### config.mk
export PLATFORM = sky130hd
export DESIGN_NAME = image_sequencer
export DESIGN_NICKNAME = d
export VERILOG_FILES = /design/src/rtl/image_sequencer.sv
export SDC_FILE = /design/constraint.sdc
export NUM_CORES = 1
export LEC_CHECK = 0
export CORE_MARGIN = 2
export CORE_UTILIZATION = 25
export CTS_CLUSTER_SIZE = 28
export DETAILED_ROUTE_END_ITERATION = 8
export MAX_ROUTING_LAYER = met4
export PLACE_DENSITY = 0.49
export REMOVE_ABC_BUFFERS = 1
export SLEW_MARGIN = 20
export SYNTH_ARGS = -nofsm -noshare
export SYNTH_HDL_FRONTEND = slang
export SYNTH_SLANG_ARGS = --single-unit
export TNS_END_PERCENT = 100
### constraint.sdc
create_clock -name clk_i -period 2.61 [get_ports clk_i]
set_input_delay 0.522 -clock clk_i [delete_from_list [all_inputs] [get_ports clk_i]]
set_output_delay 0.522 -clock clk_i [all_outputs]
set_load 0.02 [all_outputs]
### src/rtl/image_sequencer.sv
// image_sequencer: frame-synchronous image selection with idle auto-cycle,
// plus a one-cycle registered ROM address generator for the 4x-downscaled image store.
`default_nettype none

module image_sequencer #(
   parameter int H_ACTIVE     = 640,
   parameter int V_ACTIVE     = 480,
   parameter int IDLE_FRAMES  = 600,
   parameter int DWELL_FRAMES = 180,
   parameter int ADDR_W       = 15
) (
   input  logic              clk_i,
   input  logic              rst_i,
   input  logic              frame_start_i,
   input  logic [3:0]        image_select_i,
   input  logic [9:0]        pixel_x_i,
   input  logic [9:0]        pixel_y_i,
   input  logic              pixel_valid_i,
   output logic [1:0]        current_image_o,
   output logic              auto_mode_o,
   output logic [ADDR_W-1:0] rom_addr_o,
   output logic              rom_addr_valid_o
);

   localparam int IDLE_W  = $clog2(IDLE_FRAMES + 1);
   localparam int DWELL_W = $clog2(DWELL_FRAMES + 1);
   localparam logic [IDLE_W-1:0]  IDLE_MAX  = IDLE_W'(IDLE_FRAMES);
   localparam logic [DWELL_W-1:0] DWELL_MAX = DWELL_W'(DWELL_FRAMES);
   localparam logic [10:0] H_LIM = 11'(H_ACTIVE);
   localparam logic [10:0] V_LIM = 11'(V_ACTIVE);

   typedef enum logic {MANUAL = 1'b0, AUTO = 1'b1} state_t;

   state_t              state;
   logic                pending_valid;
   logic [1:0]          pending_idx;
   logic [IDLE_W-1:0]   idle_cnt;
   logic [DWELL_W-1:0]  dwell_cnt;

   logic                sel_onehot;
   logic [1:0]          sel_idx;
   logic                req;
   logic [1:0]          req_idx;
   logic [IDLE_W-1:0]   idle_inc;
   logic [DWELL_W-1:0]  dwell_inc;

   always_comb begin
      sel_onehot = 1'b1;
      sel_idx    = 2'd0;
      case (image_select_i)
         4'b0001: sel_idx = 2'd0;
         4'b0010: sel_idx = 2'd1;
         4'b0100: sel_idx = 2'd2;
         4'b1000: sel_idx = 2'd3;
         default: sel_onehot = 1'b0;
      endcase
      // A select present on the boundary cycle itself beats any older pending one.
      req       = sel_onehot | pending_valid;
      req_idx   = sel_onehot ? sel_idx : pending_idx;
      idle_inc  = idle_cnt + 1'b1;
      dwell_inc = dwell_cnt + 1'b1;
   end

   always_ff @(posedge clk_i or posedge rst_i) begin
      if (rst_i) begin
         state           <= MANUAL;
         pending_valid   <= 1'b0;
         pending_idx     <= 2'd0;
         idle_cnt        <= '0;
         dwell_cnt       <= '0;
         current_image_o <= 2'd0;
         auto_mode_o     <= 1'b0;
      end else if (frame_start_i) begin
         pending_valid <= 1'b0;
         if (req) begin
            state           <= MANUAL;
            auto_mode_o     <= 1'b0;
            current_image_o <= req_idx;
            idle_cnt        <= '0;
            dwell_cnt       <= '0;
         end else if (state == MANUAL) begin
            idle_cnt <= idle_inc;
            if (idle_inc == IDLE_MAX) begin
               state       <= AUTO;
               auto_mode_o <= 1'b1;
               dwell_cnt   <= '0;
            end
         end else begin
            if (dwell_inc == DWELL_MAX) begin
               current_image_o <= current_image_o + 2'd1;
               dwell_cnt       <= '0;
            end else begin
               dwell_cnt <= dwell_inc;
            end
         end
      end else if (sel_onehot) begin
         pending_valid <= 1'b1;
         pending_idx   <= sel_idx;
      end
   end

   logic [ADDR_W-1:0] row_base;
   logic [ADDR_W-1:0] col_off;
   logic              addr_ok;

   assign col_off = ADDR_W'(pixel_x_i[9:2]);

   generate
      if (H_ACTIVE / 4 == 160) begin : g_mul160
         // 160*y = 128*y + 32*y keeps the multiply in plain adders.
         assign row_base = (ADDR_W'(pixel_y_i[9:2]) << 7) + (ADDR_W'(pixel_y_i[9:2]) << 5);
      end else begin : g_mul_generic
         assign row_base = ADDR_W'(pixel_y_i[9:2]) * ADDR_W'(H_ACTIVE / 4);
      end
   endgenerate

   assign addr_ok = pixel_valid_i && ({1'b0, pixel_x_i} < H_LIM) && ({1'b0, pixel_y_i} < V_LIM);

   always_ff @(posedge clk_i or posedge rst_i) begin
      if (rst_i) begin
         rom_addr_o       <= '0;
         rom_addr_valid_o <= 1'b0;
      end else begin
         rom_addr_valid_o <= addr_ok;
         rom_addr_o       <= addr_ok ? (row_base + col_off) : '0;
      end
   end

endmodule

`default_nettype wire
=== Word level (Yosys, flattened, before mapping) ===
Index checks and enable logic that the tools add are counted.

* Input bits: 28
* Register bits: 41

* Reduce and logical (&&, ||, !) cells: 12
* Muxes and demuxes: 21
* $add $sub $neg: 5
* Eq/ne operators: 7
* Order comparisons: 2
* Bitwise gates (word level): 1

{| class="wikitable"
|+ Operators with widths
! operator !! number
|-
| 2-to-1 mux 8 bit || 4
|-
| 2-to-1 mux 10 bit || 2
|-
| adder 15 x 13 -> 15 bit || 1
|-
| adder 15 x 8 -> 15 bit || 1
|-
| 2-to-1 mux 15 bit || 1
|-
| adder 10 x 1 -> 10 bit, second input constant || 1
|-
| equality test 10 bit, second input constant || 1
|-
| < comparator 10 bit, second input constant || 1
|-
| < comparator 10 x 9 -> 1 bit, second input constant || 1
|-
| 2-to-1 mux 1 bit || 9
|-
| adder 8 x 1 -> 8 bit, second input constant || 1
|-
| equality test 8 bit, second input constant || 1
|-
| 2-to-1 mux 2 bit || 4
|-
| nonzero test 2 bit || 4
|-
| one-hot mux 2 bit (3 select lines) || 1
|-
| AND reduction 3 bit || 2
|-
| equality test 4 x 1 -> 1 bit, second input constant || 1
|-
| equality test 4 x 2 -> 1 bit, second input constant || 1
|-
| equality test 4 x 3 -> 1 bit, second input constant || 1
|-
| equality test 4 bit, second input constant || 1
|-
| AND reduction 2 bit || 2
|-
| OR reduction 4 bit || 1
|-
| nonzero test 3 bit || 1
|-
| adder 2 x 1 -> 2 bit, second input constant || 1
|-
| other kinds (3) || 4
|}

=== Depth between registers and ports, before layout ===
Gate-level depths: netlist of run 1.

* Word-level depth: 6
* Gate-level depth with buffers: 10
* Mapped depth without buffers: 10

=== Worst setup path after synthesis of run 1 ===
OpenSTA, ideal clock, no wires.

* Path type: input to register
* Start: input pixel_x_i[9]
* End: register rom_addr_o[13]
* Path buffers: 0
* Arrival: 2.617 ns
* Cell stages on the path: 10
* Slack: -0.140 ns
* Cell sequence: inv_1 fa_1 inv_1 ha_1 a21o_1 a21oi_1 o21ai_0 a2111oi_0 o21a_1 nor3_1

* Cells in the longest elaborated chain, start to end: 4
* Elaborated cells between the ends (all ways): 5
* Classes of those cells: add/sub (1); order compare (1); mux (1); reduce/logical (2)

{| class="wikitable"
|+ RTL lines
! what !! RTL line !! text
|-
| start, declared || 16 || <nowiki>input logic [9:0] pixel_x_i,</nowiki>
|-
| < comparator 10 bit || 117 || <nowiki>assign addr_ok = pixel_valid_i && ({1'b0, pixel_x_i} < H_LIM) && ({1'b0, pixel_y_i} < V_LIM);</nowiki>
|-
| logical AND 1 bit (2 in a row) || 117 ||
|-
| 2-to-1 mux 15 bit * || 125 || <nowiki>rom_addr_o <= addr_ok ? (row_base + col_off) : '0;</nowiki>
|-
| end signal, assigned || 125 ||
|-
| end, declared || 21 || <nowiki>output logic [ADDR_W-1:0] rom_addr_o,</nowiki>
|}

Every way passes the cells marked *; elsewhere a longest branch is shown, timed or not.
A chain may end at the register's enable or synchronous reset.

=== Worst setup path after layout of run 1 ===
* Start: input pixel_x_i[8]
* End: register rom_addr_o[14]

Same word-level chain as after synthesis.

==> summary.txt, run 1 <==
Synth
  – Sequential fraction of the synthesis area: 0.415
  – Count leader, synth: dfrtp_1
  – XOR/XNOR Fraction of Synth Area: 0.0177
  – Mux cell area share after synthesis: 0.00608
  – Post-synthesis simple-gate area fraction: 0.217
  – Top cells by instance count after synthesis: dfrtp_1, o21ai_0, nor2_1
  – Top cell type by total area after synthesis: dfrtp_1
  – Yosys cell types: 47
  – Compound-Gate Fraction of Synth Area: 0.192
  – Ys Warns: 0
  – Synth area leaders: dfrtp_1, ha_1, o21ai_0
  – Synthesized instance count: 272
  – Main combinational cell family by area after synthesis: simple AND/OR/NAND/NOR gates
  – Share of the synthesized area in the top cell type: 0.415
  – Syn Area/Cell: 9.08 um2
  – Flops & latches, synth: 41
  – Synthesized area: 2470 um2
  – Adder-Cell Fraction of Synth Area: 0.102
  – Post-synth top flop: dfrtp_1
  – Async SR Flop Fraction: 1.00
  – Number of synthesized flops with an enable pin: 0

STA
  – Tmin final: 2.46 ns
  – Slew Limit Fails: 0
  – Worst Skew: 0.00504 ns
  – Fmax: 407 MHz
  – Setup Viol. Count Final: 0
  – Period Utilization, post-route: 0.942
  – Final hold violation count: 0
  – Hold slack: 0.524 ns
  – Setup WS post-layout: 0.150 ns
  – RSZ-0062 raised after global routing: false
  – Least-Margin Pin Slew: 0.556 ns
  – Max-slew headroom: 0.630

Worst setup path
  – CP Cell Sequence: clkdlybuf4s50_1 > ha_1 > ha_1 > inv_1 > fa_1 > nor2b_1 > o21ai_1 > a21oi_2 > o21a_1 > o21a_1 > o31a_1
  – Max stage delay cell, worst path: clkdlybuf4s50_1
  – CP bufs+invs: 2
  – CP arrival: 2.65 ns
  – Crit-path max cell delay: 0.43 ns
  – Nature of the critical path endpoint: flip-flop
  – Critical path launch point type: input port
  – Worst path required time: 2.80 ns
  – Crit Path Category: in -> reg
  – Crit-path max FO: 2
  – Top cell family by delay on the critical path: compound AO/OA/AOI/OAI gates

CTS
  – Clk slew on worst S/H paths: 0.08 ns
  – CTS Root Cell: clkbuf_8
  – Skew-Pair Late Insertion Delay: 0.30 ns
  – CTS Hold Bufs: 0
  – CTS tree: done
  – Cts bufs inserted: 5
  – H-tree depth: 2
  – Clock tree sinks: 41
  – CTS max path bufs: 2

Cells and area
  – Diodes inserted: 0
  – Share of layout cells above drive strength 1: 0.150
  – Finished Cell Area: 3320 um2
  – NumNets Final: 385
  – Area delta synth->final: 34.3%
  – Fillers: 1003
  – Layout Utilization: 0.343

Routing
  – Final wirelength: 5780 um
  – Router iterations before antenna repair: 4
  – Antenna-violating nets left: 0
  – Initial DRC count: 107
  – Vias per cell: 4.67
  – Post-route DRC: 0
  – Routed vias: 2204
  – Per-cell routed wire length: 12.2 um

Power
  – P_leak: 1.45 nW
  – Power Density: 474 nW/um2
  – Worst vdd ir: 0.191 mV
  – Pwr Total: 0.00157 W

Floorplan
  – Die X: 103 um
  – DIE AREA: 10700 um2
  – Row cnt: 36
  – Initial Util: 0.255
  – Die H: 103 um
  – Num ports: 47
  – Core ar.: 9680 um2

GRT
  – Largest net degree at the start of global routing: 42
  – Total gr overflow: 0
  – First-pass GRT wire length: 9670 um
  – Initial antenna violation count: 0
  – Total GRT Usage: 0.116
  – Vias in the first global route: 2173

Flow run
  – Max cap viols: 0

Outcome
  – Status: finished clean

Placed design
  – RD Place Congestion: 0.805
  – Post-place setup slack: -0.714 ns
  – Post-DP HPWL: 4210 um
  – Placed instance area: 3170 um2
  – Port Buffers: 42

Worst hold path
  – Class of the worst hold path: reg -> reg
power breakdown:
part / internal (W) / switching, W / leakage, nW
Clock: 0.000240 / 0.000238 / 0.0542
Sequential: 0.000673 / 0.0000344 / 0.558
Combinational: 0.000195 / 0.000195 / 0.838
Total: 0.00111 / 0.000467 / 1.45
stage by stage:
step,cells,TNS [ns]
floorplan,265,-0.140
global placement,460,-2.19
detailed placement,460,-2.31
CTS,471,0
global route,472,0
finish,472,0
final cells by class:
type / count / area (um2) / area share
sequential: 41 / 1030 / 0.309
inverter: 22 / 82.6 / 0.0249
clock buffer: 7 / 96.3 / 0.0290
multi-input combinational: 202 / 1350 / 0.408
tap: 133 / 166 / 0.0501
clock inverter: 1 / 5.00 / 0.00151
timing repair buffer: 66 / 589 / 0.178
flip-flops by register name, indices dropped and copies added (netlist names):
register,count
rom_addr_valid_o,1
current_image_o,2
idle_cnt,10
pending_valid,1
state,1
rom_addr_o,15
auto_mode_o,1
pending_idx,2
dwell_cnt,8
cells in the final DEF (no fill, tap or decap), drive strengths merged, types with 2 or more instances in the layout:
cell	synthesis	routed
nand4	4	4
nor3b	2	2
nand3	14	14
ha	17	17
dfrtp	41	41
and2	8	8
xnor2	2	2
nor2	24	24
o31ai	8	8
o41ai	2	2
and3	3	3
nor4	3	3
a2111oi	2	2
or2	2	2
fa	2	2
a32o	2	2
a21o	4	4
a31oi	2	2
clkbuf	6	9
nand2	20	20
inv	22	22
o21ai	26	26
clkdlybuf4s50	0	39
xor2	3	3
nor3	9	9
a21oi	14	14
o2111ai	2	2
nor2b	10	10
buf	1	24
o21a	3	3
cells by family (layout without fill, tap and decap cells):
logic type | count (synthesis) | count (layout)
muxes | 1 | 1
AOI/OAI and AO/OA | 72 | 72
xor gates and xnor gates | 5 | 5
DFF | 41 | 41
and+or+nand+nor | 105 | 105
buffers and inverters | 29 | 96
adders and majority gates | 19 | 19
metal layers:
metal / global-route usage / vias up / wire [um]
met3: 0.0296 / 4 / 287
li1: - / 1101 / -
met2: 0.191 / 41 / 2730
met5: - / - / 0
met4: 0.0354 / 0 / 44
met1: 0.142 / 1058 / 2720
worst paths after layout:
check	start	endpoint	slack [ns]	cells past startpoint
worst max-delay path	pixel_x_i[8]	rom_addr_o[14]	0.15	11
worst min-delay path	dwell_cnt[1]	dwell_cnt[1]	0.52	1
worst max register to register	idle_cnt[3]	dwell_cnt[7]	0.49	6
worst min register to register	dwell_cnt[1]	dwell_cnt[1]	0.52	1
max in group asynchronous	rst_i	dwell_cnt[7]	1.57	3
min in group asynchronous	rst_i	idle_cnt[4]	0.66	3
repair_timing:
item	CTS	global route
endpoints found under the setup margin	4	3
buffers inserted	3	1
pin swaps	8	6
gates resized for setup	8	10
Note: power is estimated with default switching activity, not from simulation.
==> inputs of run 2 (changes only) <==
- PLACE_DENSITY: 0.49 -> not set
- clock period: 2.61 -> 2 ns (I/O delays scaled with it)
==> run 2 against run 1 <==
Against the previous run:
- the run now ends with setup timing left
- wire length is 7.6% higher
- register-to-register slack worse by 0.56 ns
- sequential share of layout area is 3.7 points lower
- clock skew hardly changed
- via count is 4.3% higher
- die area stayed put
- first-iteration DRC count is 27% lower
- count of clock-buffer cells in the layout is 2 lower
- sequential cell count stayed put
- sequential power is 31% higher
- setup slack worse by 0.40 ns
- largest cell class unchanged
- highest routed layer unchanged
==> summary.txt, run 2 (synthesis gave the netlist of run 1 again) <==
Cells and area
  – Finished Cell Area: 3780 um2 (+14%)
  – Layout Utilization: 0.390 (+0.0474)
  – Share of layout cells above drive strength 1: 0.295 (+0.145)
  – Register Area: 1030 um2 (+0.24%)
  – Largest register by flop count: rom_addr_o
  – Most common cell after layout, fill and taps aside: buf_4
  – Commonest cells after routing, fill and taps aside: buf_4, dfrtp_1, clkdlybuf4s50_1
  – Area delta synth->final: 52.9%
  – Top Registers: rom_addr_o (15), idle_cnt (10), dwell_cnt (8)
  – Max reg flops: 15 (unchanged)
  – Diodes inserted: 0 (unchanged)
  – NumNets Final: 416 (+8.1%)
  – Fillers: 982 (-2.1%)
  – Multi-input logic area: 1550 um2 (+14%)

Outcome
  – Failing checks: setup timing
  – Status: finished, violations left

Floorplan
  – Die H: 103 um (unchanged)
  – Die X: 103 um (unchanged)
  – Row cnt: 36 (unchanged)
  – Core ar.: 9680 um2 (unchanged)
  – Num ports: 47 (unchanged)
  – DIE AREA: 10700 um2 (unchanged)
  – Initial Util: 0.255 (unchanged)

Worst setup path
  – Worst path required time: 2.18 ns (-0.62 ns)
  – R2R Setup Slk: -0.07 ns (-0.56 ns)
  – CP arrival: 2.43 ns (-0.22 ns)
  – Crit-path max FO: 2 (unchanged)
  – Nature of the critical path endpoint: flip-flop
  – Crit Path Category: in -> reg
  – FF-to-FF End: dwell_cnt[7]
  – Worst Reg-to-Reg Cells: 6 (unchanged)
  – CP startpoint: pixel_y_i[4]
  – Critical path launch point type: input port
  – R2r startpoint: idle_cnt[2]

CTS
  – Skew-Pair Late Insertion Delay: 0.29 ns (about the same)
  – Clk slew on worst S/H paths: 0.08 ns (about the same)
  – Clock tree sinks: 41 (unchanged)
  – CTS tree: done
  – CTS max path bufs: 2 (unchanged)
  – H-tree depth: 2 (unchanged)
  – CTS Root Cell: clkbuf_8
  – CTS Hold Bufs: 0 (unchanged)
  – Cts bufs inserted: 5 (unchanged)

Worst hold path
  – Class of the worst hold path: in -> async

GRT
  – Largest net degree at the start of global routing: 42 (unchanged)
  – First-pass GRT wire length: 10400 um (+7.2%)
  – Total GRT Usage: 0.127 (+0.0101)
  – Total gr overflow: 0 (unchanged)
  – Initial antenna violation count: 0 (unchanged)
  – Vias in the first global route: 2263 (+4.1%)

Power
  – P_leak: 1.66 nW (+14%)
  – Pwr Total: 0.00221 W (+40%)
  – Worst vdd ir: 0.299 mV (+56%)
  – Power Density: 585 nW/um2 (+23%)

STA
  – Fmax: 445 MHz
  – Period Utilization, post-route: 1.12
  – Hold slack: 0.480 ns (-0.0438 ns)
  – Worst Skew: 0.00492 ns (-0.000115 ns)
  – Least-Margin Pin Slew: 0.445 ns (-0.111 ns)
  – Tmin final: 2.25 ns
  – Max-slew headroom: 0.703 (+0.0737)
  – Final hold violation count: 0 (unchanged)
  – RSZ-0062 raised after global routing: true
  – Setup Viol. Count Final: 5 (+5)
  – Slew Limit Fails: 0 (unchanged)
  – Setup WS post-layout: -0.246 ns (-0.396 ns)
  – Setup TNS: -0.492 ns (-0.492 ns)

Routing
  – Router iterations before antenna repair: 4 (unchanged)
  – Initial DRC count: 78 (-27%)
  – Antenna-violating nets left: 0 (unchanged)
  – Per-cell routed wire length: 12.4 um (+1.2%)
  – Routed vias: 2298 (+4.3%)
  – Post-route DRC: 0 (unchanged)
  – Final wirelength: 6220 um (+7.6%)
  – Vias per cell: 4.58 (-2.0%)

Placed design
  – Post-DP HPWL: 4420 um (+4.9%)
  – Port Buffers: 42 (unchanged)
  – RD Place Congestion: 0.801 (-0.56%)
  – Placed instance area: 3410 um2 (+7.5%)

Flow run
  – Max cap viols: 0 (unchanged)
run 2: worst max-delay path by stage:
stage,end,depth (start not counted)
after floorplan,rom_addr_o[13],10
after global routing,rom_addr_o[13],12
final,rom_addr_o[13],12
after CTS,rom_addr_o[13],12
after global placement,rom_addr_o[13],12
after detailed placement,rom_addr_o[13],12
run 2: power by group:
group          internal (W)  switching [W]
clock network      0.000363       0.000284
logic              0.000338       0.000297
registers          0.000880      0.0000473
run 2: timing repair:
action / in CTS / in global routing
setup buffers: 3 / 1
cloned: 1 / 0
pin swaps: 17 / 12
endpoints found under the setup margin: 15 / 23
resized for setup: 50 / 25
run 2: critical path: stages:
cell and delay [ns]:
buf_8 0.08, inv_4 0.03, fa_1 0.54, inv_1 0.05, ha_1 0.26, a21o_1 0.19
a21oi_2 0.16, o21ai_2 0.10, a2111oi_4 0.30, buf_4 0.17, o21a_1 0.10, nor3_1 0.04
run 2: area by class of cell:
type,instances,area share
Multi-Input combinational cell,203,0.410
Clock inverter,2,0.00927
Tap cell,133,0.0440
Sequential cell,41,0.272
Timing Repair Buffer,96,0.224
Clock buffer,5,0.0182
Inverter,22,0.0225
run 2: layer usage:
metal / GRT usage / share of wire / vias to the layer above
met3: 0.0228 / 0.034 / 8
met4: 0.0334 / 0.011 / 0
met1: 0.152 / 0.46 / 1089
li1: - / - / 1164
met2: 0.219 / 0.49 / 37
met5: - / 0 / -
run 2: per-stage QoR:
step           cells  setup WS, ns
6_report         502        -0.246
5_1_grt          502        -0.373
4_1_cts          501        -0.253
3_5_place_dp     490         -1.20
3_3_place_gp     490         -1.18
2_1_floorplan    265        -0.628
==> inputs of run 3 (changes only) <==
- CORE_ASPECT_RATIO: not set -> 0.5
- CORE_MARGIN: 2 -> not set
==> run 3 against run 2 <==
Against the previous run:
- the run still ends with setup timing left
- design area grew 2.5%
- maximum frequency is 1.5% lower
- via count grew 2.7%
- non-clock buffer count is 6 higher
- count of clock-buffer cells in the layout grew 2
- clock skew about the same
- core utilization grew 1.7 points
- wire length down 1.1%
- sequential cell count did not move
- largest power group unchanged
==> summary.txt, run 3 (synthesis gave the netlist of run 1 again) <==
Worst setup path
  – Max stage delay cell, worst path: fa_1
  – WP depth: 12 (unchanged)
  – Critical path launch point type: input port
  – Top cell family by delay on the critical path: compound AO/OA/AOI/OAI gates
  – Worst Reg-to-Reg Cells: 6 (unchanged)
  – Crit-path max cell delay: 0.54 ns (about the same)
  – Nature of the critical path endpoint: flip-flop
  – CP arrival: 2.45 ns (+0.02 ns)
  – CP bufs+invs: 4 (unchanged)
  – Crit-path max FO: 2 (unchanged)
  – CP Cell Sequence: buf_8 > inv_4 > fa_1 > inv_1 > ha_1 > a21o_1 > a21oi_2 > o21ai_2 > a2111oi_2 > buf_4 > o21a_1 > nor3_2
  – Crit Path Category: in -> reg
  – Worst path required time: 2.17 ns (about the same)

CTS
  – Clk slew on worst S/H paths: 0.05 ns (-0.03 ns)
  – Cts bufs inserted: 5 (unchanged)
  – CTS max path bufs: 2 (unchanged)
  – CTS Hold Bufs: 0 (unchanged)
  – H-tree depth: 2 (unchanged)
  – Skew-Pair Late Insertion Delay: 0.28 ns (about the same)
  – Clock tree sinks: 41 (unchanged)
  – CTS Root Cell: clkbuf_16
  – CTS tree: done

Routing
  – Final wirelength: 6150 um (-1.1%)
  – Per-cell routed wire length: 12.1 um (-2.7%)
  – Routed vias: 2361 (+2.7%)
  – Vias per cell: 4.63 (+1.1%)
  – Post-route DRC: 0 (unchanged)
  – Initial DRC count: 119 (+53%)
  – Antenna-violating nets left: 0 (unchanged)
  – Router iterations before antenna repair: 4 (unchanged)

Cells and area
  – Area delta synth->final: 56.7%
  – Most common cell after layout, fill and taps aside: buf_4
  – Max reg flops: 15 (unchanged)
  – Commonest cells after routing, fill and taps aside: buf_4, dfrtp_1, clkdlybuf4s50_1
  – Largest register by flop count: rom_addr_o
  – Layout Utilization: 0.407 (+0.0171)
  – Diodes inserted: 0 (unchanged)
  – Top Registers: rom_addr_o (15), idle_cnt (10), dwell_cnt (8)
  – Share of layout cells above drive strength 1: 0.331 (+0.0353)
  – NumNets Final: 422 (+1.4%)
  – Finished Cell Area: 3870 um2 (+2.5%)

STA
  – Setup WS post-layout: -0.280 ns (-0.0339 ns)
  – Fmax: 439 MHz (-1.5%)
  – Final hold violation count: 0 (unchanged)
  – Slew Limit Fails: 0 (unchanged)
  – Least-Margin Pin Slew: 0.466 ns (+0.0211 ns)
  – RSZ-0062 raised after global routing: true
  – Period Utilization, post-route: 1.14 (+0.0169)
  – Max-slew headroom: 0.690 (-0.0138)
  – Tmin final: 2.28 ns (+0.0339 ns)
  – Worst Skew: 0.00523 ns (+0.000307 ns)
  – Setup TNS: -0.631 ns (-0.138 ns)
  – Setup Viol. Count Final: 5 (unchanged)

Power
  – Power Density: 610 nW/um2 (+4.3%)
  – Worst vdd ir: 0.281 mV (-6.2%)
  – P_leak: 1.71 nW (+2.8%)
  – Pwr Total: 0.00236 W (+6.9%)

GRT
  – Vias in the first global route: 2264 (+0.044%)
  – First-pass GRT wire length: 10500 um (+1.3%)
  – Largest net degree at the start of global routing: 28 (-33%)
  – Total GRT Usage: 0.132 (+0.00511)
  – Initial antenna violation count: 0 (unchanged)
  – Total gr overflow: 0 (unchanged)

Floorplan
  – Initial Util: 0.260 (+0.00470)
  – Die H: 72.3 um (-30%)
  – Row cnt: 25 (-31%)
  – Die X: 143 um (+38%)
  – Num ports: 47 (unchanged)
  – Core ar.: 9510 um2 (-1.8%)
  – DIE AREA: 10300 um2 (-3.6%)

Flow run
  – Max cap viols: 0 (unchanged)

Placed design
  – Placed instance area: 3400 um2 (about the same)
  – Port Buffers: 42 (unchanged)
  – Post-DP HPWL: 4300 um (-2.7%)
  – RD Place Congestion: 0.807 (+0.82%)

Outcome
  – Status: finished, violations left
  – Failing checks: setup timing

Worst hold path
  – Class of the worst hold path: in -> async
==> run 3: power breakdown <==
group | switching [W] | internal, W
clock network | 0.000301 | 0.000490
registers | 0.0000445 | 0.000882
logic | 0.000300 | 0.000345
==> run 3: worst paths after layout <==
path / start / endpoint / slack, ns
setup / recovery: pixel_y_i[4] / rom_addr_o[13] / -0.28
hold / removal: rst_i / rom_addr_o[13] / 0.45
setup reg to reg: idle_cnt[1] / dwell_cnt[7] / -0.03
hold reg to reg: idle_cnt[9] / idle_cnt[9] / 0.51
max in group asynchronous: rst_i / idle_cnt[0] / 1.22
min in group clk_i: idle_cnt[9] / idle_cnt[9] / 0.51
==> run 3: per-stage QoR <==
| stage | instances | hold slack (ns) | worst slack (ns) |
|---|---|---|---|
| 2_1_floorplan | 265 | 0.466 | -0.628 |
| 3_5_place_dp | 493 | 0.506 | -1.16 |
| 6_report | 510 | 0.448 | -0.280 |
| 5_1_grt | 510 | 0.490 | -0.400 |
| 3_3_place_gp | 493 | 0.500 | -1.14 |
| 4_1_cts | 505 | 0.453 | -0.275 |
==> run 3: timing repair <==
action                                  CTS  global route
endpoints found under the setup margin   13            24
cloned                                    1             0
pin swaps                                21            18
setup buffers                             4             7
gates resized for setup                  44            38
==> run 3: tightest hold or removal path, delay by kind of cell <==
family	cells	cell delay, ns
buf+inv	3	0.69
==> run 3: final cells by class <==
class	count	area, um2
Sequential cell	41	1030
Multi-Input combinational cell	203	1570
Timing Repair Buffer	102	880
Tap cell	135	169
Inverter	22	85.1
Clock buffer	7	143
Fill cell	957	5640
==> run 3: layer usage <==
layer,share of wire,up-vias,GRT usage
met5,0,-,-
met2,0.48,45,0.221
li1,-,1181,-
met1,0.47,1128,0.166
met4,0.011,0,0.0430
met3,0.032,7,0.0165
